==> config.mk <==
export PLATFORM = sky130hd
export DESIGN_NAME = risc_core_mc
export DESIGN_NICKNAME = d
export VERILOG_FILES = /design/src/rtl/risc_pkg.sv /design/src/rtl/risc_alu.sv /design/src/rtl/risc_core_mc.sv
export SDC_FILE = /design/constraint.sdc
export NUM_CORES = 1
export LEC_CHECK = 0
export CAP_MARGIN = 0
export CORE_UTILIZATION = 30
export DETAILED_ROUTE_END_ITERATION = 6
export HOLD_SLACK_MARGIN = 0.08
export SLEW_MARGIN = 40
export SYNTH_ARGS = -nofsm -noshare
export SYNTH_HDL_FRONTEND = slang
export SYNTH_SLANG_ARGS = --single-unit
==> constraint.sdc <==
create_clock -name clk -period 4.4 [get_ports clk]
set_input_delay 0.66 -clock clk [delete_from_list [all_inputs] [get_ports clk]]
set_output_delay 0.66 -clock clk [all_outputs]
set_load 0.05 [all_outputs]
==> src/rtl/risc_pkg.sv <==
`default_nettype none
// ============================================================================
// Module      : risc_pkg
// Description : Shared types and constants for the multi-cycle RISC core:
//               opcode and state enums, branch-condition codes, instruction
//               field positions and LED_Status bit positions.
// Revision    : 1.0 - initial release
// ============================================================================
package risc_pkg;

  typedef enum logic [3:0] {
    OP_NOP  = 4'h0,
    OP_ADD  = 4'h1,
    OP_SUB  = 4'h2,
    OP_AND  = 4'h3,
    OP_OR   = 4'h4,
    OP_XOR  = 4'h5,
    OP_SHL  = 4'h6,
    OP_SHR  = 4'h7,
    OP_LDI  = 4'h8,
    OP_LD   = 4'h9,
    OP_ST   = 4'hA,
    OP_JMP  = 4'hB,
    OP_BR   = 4'hC,
    OP_MOV  = 4'hD,
    OP_HLT0 = 4'hE,
    OP_HLT1 = 4'hF
  } opcode_e;

  // Encoding is visible on LED_Status, so values are fixed.
  typedef enum logic [2:0] {
    ST_FETCH   = 3'd0,
    ST_DECODE  = 3'd1,
    ST_EXECUTE = 3'd2,
    ST_MEM     = 3'd3,
    ST_HALT    = 3'd4
  } state_e;

  // Branch conditions, carried in the W field of a BR instruction.
  localparam logic [2:0] COND_ALWAYS = 3'b000;
  localparam logic [2:0] COND_Z      = 3'b001;
  localparam logic [2:0] COND_N      = 3'b010;
  localparam logic [2:0] COND_C      = 3'b011;
  localparam logic [2:0] COND_NZ     = 3'b100;

  // Instruction field positions.
  localparam int OP_MSB   = 15;
  localparam int OP_LSB   = 12;
  localparam int W_MSB    = 11;
  localparam int W_LSB    = 9;
  localparam int R_MSB    = 8;
  localparam int R_LSB    = 6;
  localparam int S_MSB    = 5;
  localparam int S_LSB    = 3;
  localparam int IMM9_MSB = 8;
  localparam int IMM6_MSB = 5;

  // LED_Status bit positions.
  localparam int LED_HALTED    = 7;
  localparam int LED_STATE_MSB = 6;
  localparam int LED_STATE_LSB = 4;
  localparam int LED_N         = 2;
  localparam int LED_Z         = 1;
  localparam int LED_C         = 0;

  // Opcodes whose result updates N, Z and C.
  function automatic logic is_flag_op(input opcode_e op);
    logic r;
    case (op)
      OP_ADD, OP_SUB, OP_AND, OP_OR, OP_XOR, OP_SHL, OP_SHR: r = 1'b1;
      default:                                              r = 1'b0;
    endcase
    return r;
  endfunction

endpackage
`default_nettype wire

==> src/rtl/risc_alu.sv <==
`default_nettype none
// ============================================================================
// Module      : risc_alu
// Description : Combinational ALU for the RISC core.
//   a, b    in  DATA_W  operands (R and S)
//   op      in  4       opcode
//   result  out DATA_W  operation result
//   n, z, c out 1       negative, zero, carry/no-borrow/shifted-out bit
// Revision    : 1.0 - initial release
// ============================================================================
module risc_alu
  import risc_pkg::*;
#(
  parameter int DATA_W = 16
) (
  input  logic [DATA_W-1:0] a,
  input  logic [DATA_W-1:0] b,
  input  opcode_e           op,
  output logic [DATA_W-1:0] result,
  output logic              n,
  output logic              z,
  output logic              c
);

  always_comb begin
    result = '0;
    c      = 1'b0;
    case (op)
      OP_ADD: {c, result} = {1'b0, a} + {1'b0, b};
      OP_SUB: begin
        result = a - b;
        c      = (a >= b);          // carry means "no borrow"
      end
      OP_AND: result = a & b;
      OP_OR:  result = a | b;
      OP_XOR: result = a ^ b;
      OP_SHL: begin
        result = {a[DATA_W-2:0], 1'b0};
        c      = a[DATA_W-1];
      end
      OP_SHR: begin
        result = {1'b0, a[DATA_W-1:1]};
        c      = a[0];
      end
      OP_MOV: result = a;
      default: ;
    endcase
  end

  assign n = result[DATA_W-1];
  assign z = (result == '0);

endmodule
`default_nettype wire

==> src/rtl/risc_core_mc.sv <==
`default_nettype none
// ============================================================================
// Module      : risc_core_mc
// Description : Multi-cycle 16-bit-instruction RISC core with a single shared
//               req/ack memory port (FETCH/DECODE/EXECUTE/MEM/HALT).
//   clk        in  1       clock, rising edge
//   reset      in  1       asynchronous, active-low reset
//   mem_req    out 1       memory access request
//   mem_we     out 1       1 = write (valid with mem_req)
//   Address    out ADDR_W  memory address
//   RISC_Out   out DATA_W  write data
//   RISC_In    in  DATA_W  read data, sampled when mem_ack = 1
//   mem_ack    in  1       access completes this cycle
//   LED_Status out 8       {halted, state[2:0], 0, N, Z, C}
// Parameters  : DATA_W >= 16, ADDR_W <= DATA_W, RESET_PC.
// Revision    : 1.0 - initial release
// ============================================================================
module risc_core_mc
  import risc_pkg::*;
#(
  parameter int                DATA_W   = 16,
  parameter int                ADDR_W   = 16,
  parameter logic [ADDR_W-1:0] RESET_PC = '0
) (
  input  logic              clk,
  input  logic              reset,
  output logic              mem_req,
  output logic              mem_we,
  output logic [ADDR_W-1:0] Address,
  output logic [DATA_W-1:0] RISC_Out,
  input  logic [DATA_W-1:0] RISC_In,
  input  logic              mem_ack,
  output logic [7:0]        LED_Status
);

  state_e            state_q, state_d;
  logic              started_q, started_d;
  logic [ADDR_W-1:0] pc_q, pc_d;
  logic [15:0]       ir_q, ir_d;
  logic [DATA_W-1:0] a_q, a_d, b_q, b_d;
  logic              n_q, n_d, z_q, z_d, c_q, c_d;
  logic [DATA_W-1:0] rf_q [8];
  logic [DATA_W-1:0] rf_d [8];

  opcode_e           op;
  logic [2:0]        fld_w, fld_r, fld_s;
  logic [DATA_W-1:0] alu_result;
  logic              alu_n, alu_z, alu_c;
  logic              br_taken;

  assign op    = opcode_e'(ir_q[OP_MSB:OP_LSB]);
  assign fld_w = ir_q[W_MSB:W_LSB];
  assign fld_r = ir_q[R_MSB:R_LSB];
  assign fld_s = ir_q[S_MSB:S_LSB];

  risc_alu #(.DATA_W(DATA_W)) u_alu (
    .a      (a_q),
    .b      (b_q),
    .op     (op),
    .result (alu_result),
    .n      (alu_n),
    .z      (alu_z),
    .c      (alu_c)
  );

  always_comb begin
    case (fld_w)
      COND_ALWAYS: br_taken = 1'b1;
      COND_Z:      br_taken = z_q;
      COND_N:      br_taken = n_q;
      COND_C:      br_taken = c_q;
      COND_NZ:     br_taken = !z_q;
      default:     br_taken = 1'b0;
    endcase
  end

  always_comb begin
    state_d   = state_q;
    // started_q gates the very first fetch so mem_req stays low during
    // reset and rises on the first edge after release.
    started_d = 1'b1;
    pc_d      = pc_q;
    ir_d      = ir_q;
    a_d       = a_q;
    b_d       = b_q;
    n_d       = n_q;
    z_d       = z_q;
    c_d       = c_q;
    rf_d      = rf_q;
    mem_req   = 1'b0;
    mem_we    = 1'b0;
    Address   = pc_q;
    RISC_Out  = '0;

    case (state_q)
      ST_FETCH: begin
        mem_req = started_q;
        if (started_q && mem_ack) begin
          ir_d    = RISC_In[15:0];
          pc_d    = pc_q + ADDR_W'(1);
          state_d = ST_DECODE;
        end
      end
      ST_DECODE: begin
        a_d     = rf_q[fld_r];
        b_d     = rf_q[fld_s];
        state_d = ST_EXECUTE;
      end
      ST_EXECUTE: begin
        state_d = ST_FETCH;
        if (is_flag_op(op)) begin
          rf_d[fld_w] = alu_result;
          n_d         = alu_n;
          z_d         = alu_z;
          c_d         = alu_c;
        end
        case (op)
          OP_MOV:         rf_d[fld_w] = alu_result;
          OP_LDI:         rf_d[fld_w] = {{(DATA_W-9){ir_q[IMM9_MSB]}}, ir_q[IMM9_MSB:0]};
          OP_LD, OP_ST:   state_d = ST_MEM;
          OP_JMP:         pc_d = a_q[ADDR_W-1:0];
          OP_BR: begin
            // pc_q already points past the branch.
            if (br_taken) begin
              pc_d = pc_q + {{(ADDR_W-6){ir_q[IMM6_MSB]}}, ir_q[IMM6_MSB:0]};
            end
          end
          OP_HLT0, OP_HLT1: state_d = ST_HALT;
          default: ;
        endcase
      end
      ST_MEM: begin
        mem_req = 1'b1;
        mem_we  = (op == OP_ST);
        Address = a_q[ADDR_W-1:0];
        if (op == OP_ST) begin
          RISC_Out = b_q;
        end
        if (mem_ack) begin
          if (op == OP_LD) begin
            rf_d[fld_w] = RISC_In;
          end
          state_d = ST_FETCH;
        end
      end
      ST_HALT: ;
      default: state_d = ST_FETCH;
    endcase
  end

  always_ff @(posedge clk or negedge reset) begin
    if (!reset) begin
      state_q   <= ST_FETCH;
      started_q <= 1'b0;
      pc_q      <= RESET_PC;
      ir_q      <= '0;
      a_q       <= '0;
      b_q       <= '0;
      n_q       <= 1'b0;
      z_q       <= 1'b0;
      c_q       <= 1'b0;
      rf_q      <= '{default: '0};
    end else begin
      state_q   <= state_d;
      started_q <= started_d;
      pc_q      <= pc_d;
      ir_q      <= ir_d;
      a_q       <= a_d;
      b_q       <= b_d;
      n_q       <= n_d;
      z_q       <= z_d;
      c_q       <= c_d;
      rf_q      <= rf_d;
    end
  end

  always_comb begin
    LED_Status                              = '0;
    LED_Status[LED_HALTED]                  = (state_q == ST_HALT);
    LED_Status[LED_STATE_MSB:LED_STATE_LSB] = state_q;
    LED_Status[LED_N]                       = n_q;
    LED_Status[LED_Z]                       = z_q;
    LED_Status[LED_C]                       = c_q;
  end

endmodule
`default_nettype wire
==> results.sh, run 1 <==
export IMPL_status="complete, no violations"
export IMPL_layout_common_cells="a21oi_1, nand2_1, dfrtp_1, o21ai_0, nor2_1"
export IMPL_core_sq_um=55310
export IMPL_cts_root_buffer="clkbuf_16"
export IMPL_finalHoldViolations=0
export IMPL_drt_iter0_markers=2284
export IMPL_ys_seq_elements=199
export IMPL_crit_required_ns=4.77
export IMPL_dp_cells=2716
export IMPL_cp_arrival_ns=4.31
export IMPL_io_buffers=59
export IMPL_cts_buffers=17
export IMPL_rows=86
export IMPL_postCtsHoldBufs=0
export IMPL_start_kind="flip-flop"
export IMPL_yosysTopAreaCell="dfrtp_1"
export IMPL_p_clk_share_pct=9.5
export IMPL_power_density_nw_per_um2=904.0
export IMPL_drv_cap=0
export IMPL_synth_avg_cell_area_sq_um=8.470
export IMPL_hold_class="in2async"
export IMPL_dp_hpwl_microns=51400
export IMPL_wl_per_cell_microns=25.82
export IMPL_yosysTopAreaCellShare_pct=29.54
export IMPL_crit_type="reg2reg"
export IMPL_clkTransAtPathRegs_ns=0.09
export IMPL_pre_cts_ws_ns=0.5523
export IMPL_vias=17110
export IMPL_synth_cell_types=97
export IMPL_synth_edf_count=0
export IMPL_routabilityCongestion=0.9594
export IMPL_layout_commonest_cell="a21oi_1"
export IMPL_syn_area_sq_um=16850
export IMPL_viasPerCell=6.223
export IMPL_final_setup_skew_ns=0.02172
export IMPL_synth_cells=1990
export IMPL_drc=0
export IMPL_ant_nets=0
export IMPL_cts_buffer_depth=2
export IMPL_fmax_ghz=0.2536
export IMPL_tns_ns=0
export IMPL_ys_flop_type="dfrtp_1"
export IMPL_endpoint_kind="flip-flop"
export IMPL_rsz0062_at_grt="no"
export IMPL_ir_drop_uv=364.3
export IMPL_setup_ws_ns=0.4563
export IMPL_finalNonFillerCells=2749
export IMPL_grt_overflow=0
export IMPL_routed_wirelength_microns=70980
export IMPL_die_x_microns=239.0
export IMPL_internal_power_mw=7.682
export IMPL_syn2layout_area_growth_pct=13.93
export IMPL_setup_viol=0
export IMPL_start_util_pct=30.47
export IMPL_cp_max_fo=12
export IMPL_async_flop_share_pct=100.0
export IMPL_io_pins=61
export IMPL_grt_max_degree=109
export IMPL_postLayoutCellArea_sq_um=19200
export IMPL_die_height_microns=239.0
export IMPL_cts_resized=0
export IMPL_grt_pass1_wl_microns=105100
export IMPL_synth_nets=2082
export IMPL_yosys_top_cells_area="dfrtp_1, mux4_2, a21oi_1"
export IMPL_p_leak_nw=7.727
export IMPL_grt_util_all_layers_pct=24.68
export IMPL_yosysSeqAreaShare_pct=29.54
export IMPL_cts_setup_buffers=0
export IMPL_slew_violations=0
export IMPL_dpl_cell_area_sq_um=18600
export IMPL_hold_slack_ns=0.1299
export IMPL_share_seq_of_total_power_pct=21.6
export IMPL_finalCritPeriodShare_pct=89.63
export IMPL_p_comb_share_pct=68.9
export IMPL_worst_pin_slew_ns=0.8359
export IMPL_htreeDepth=4
export IMPL_antenna_found_initial=1
export IMPL_p_sw_share_pct=55.75
export IMPL_grt_pass1_vias=16100
export IMPL_cts_tree="built"
export IMPL_relSlewSlack_pct=44.27
export IMPL_drive_gt1_share_pct=15.10
export IMPL_final_nets=2079
export IMPL_clkSinkCount=199
export IMPL_dieArea_sq_um=57140
export IMPL_firstDrtPassIters=7
export IMPL_period_minus_slack_ns=3.944
export IMPL_power_switching_mw=9.678
export IMPL_clk_insertion_delay_late_ns=0.48
export IMPL_yosys_warnings=0
## kinds of logic (layout without fill, tap and decap cells)
logic type / after synthesis / in the layout / share of synthesized area (%)
compound gates: 720 / 720 / 27.50
xor+xnor: 11 / 11 / 0.5716
fa+ha+maj: 73 / 73 / 5.553
buf+inv: 232 / 242 / 5.597
flops: 199 / 199 / 29.54
mux: 155 / 155 / 14.60
other cells: 2 / 3 / 0.04456
simple gates: 598 / 598 / 16.58
## worst max-delay path: stages (launching register included)
cell,delay [ns]
dfrtp_1,0.47
inv_1,0.11
ha_1,0.52
o21ai_0,0.18
o21ai_0,0.39
o211ai_1,0.27
a211oi_2,0.34
o21ai_1,0.16
o311ai_2,0.62
nand2_2,0.20
o22a_1,0.28
mux2_2,0.28
## area by class of cell
type	count	area, sq um
antenna	1	2.502
clock buffer	18	429.2
clock inverter	14	162.7
fill	5704	36110
inverter	58	217.7
multi-input combinational	1559	10960
sequential	199	4985
tap	748	935.9
timing repair buffer	152	1509
## cells in the mapped netlist (6+ instances only)
library cell and number:
dfrtp_1 199, nor4_1 6, nand4_1 9, or3_1 9
o31a_1 6, o21ai_0 181, buf_4 7, xnor2_1 6
o21ai_1 15, and2_1 27, nor3_1 33, mux2_2 47
a211oi_1 19, clkbuf_1 129, a21boi_0 11, ha_1 70
a32oi_1 6, a21oi_1 208, buf_1 16, nor3b_1 8
a21o_1 17, a222oi_1 6, a211o_1 6, buf_2 19
inv_1 57, mux4_2 68, nand2b_1 15, o22ai_1 14
o211ai_1 18, o21a_1 15, o22a_1 8, a221oi_1 18
a22oi_1 38, nor2_1 160, nor2b_1 22, and3_1 19
nand3_1 50, a31oi_1 28, a221o_1 8, o31ai_1 20
o221ai_1 11, nand2_1 208, mux2i_1 40
## power groups by stage
stage | registers (mW) | logic [mW] | clock network [mW]
after floorplan | 3.16 | 7.97 | 0
after global placement | 3.68 | 11.5 | 0
after detailed placement | 3.73 | 11.6 | 0
after CTS | 3.70 | 11.7 | 1.67
after global routing | 3.84 | 12.7 | 1.74
final | 3.75 | 12.0 | 1.65
## worst paths after layout
path | endpoint | from | depth (start not counted) | slack [ns]
worst max-delay path | flip-flop | a_q[2]$_DFFE_PN0N_ | 11 | 0.46
min in group clk | flip-flop | flip-flop | 2 | 0.51
max in group asynchronous | pc_q[3]$_DFFE_PN0P_ | reset | 2 | 3.30
worst min register to register | flip-flop | flip-flop | 2 | 0.51
worst max register to register | flip-flop | a_q[2]$_DFFE_PN0N_ | 11 | 0.46
worst min-delay path | async pin | reset | 1 | 0.13
## layer usage
metal  vias up  GRT usage (%)  routed length [microns]
li1       7427              -                        -
met5         -              0                       13
met3       166          6.524                     7364
met1      8449          33.03                    29070
met4         2          9.518                     2792
met2      1062          37.77                    31730
## stage by stage
| step | util [%] | power, mW |
|---|---|---|
| after floorplan | - | 11.13 |
| after CTS | 34.71 | 17.03 |
| after global routing | 34.71 | 18.28 |
| after global placement | 33.58 | 15.16 |
| final | 34.72 | 17.36 |
| after detailed placement | 33.64 | 15.34 |
Note: power is estimated with default switching activity, not from simulation.
==> inputs of run 2 (changes only) <==
--- a/config.mk
+++ b/config.mk
@@ -9,6 +9,7 @@
 export CORE_UTILIZATION = 30
 export DETAILED_ROUTE_END_ITERATION = 6
 export HOLD_SLACK_MARGIN = 0.08
+export SKIP_CTS_REPAIR_TIMING = 1
 export SLEW_MARGIN = 40
 export SYNTH_ARGS = -nofsm -noshare
 export SYNTH_HDL_FRONTEND = slang
==> results of run 2 <==
Final layout, timing and power as in run 1 (identical DEF).
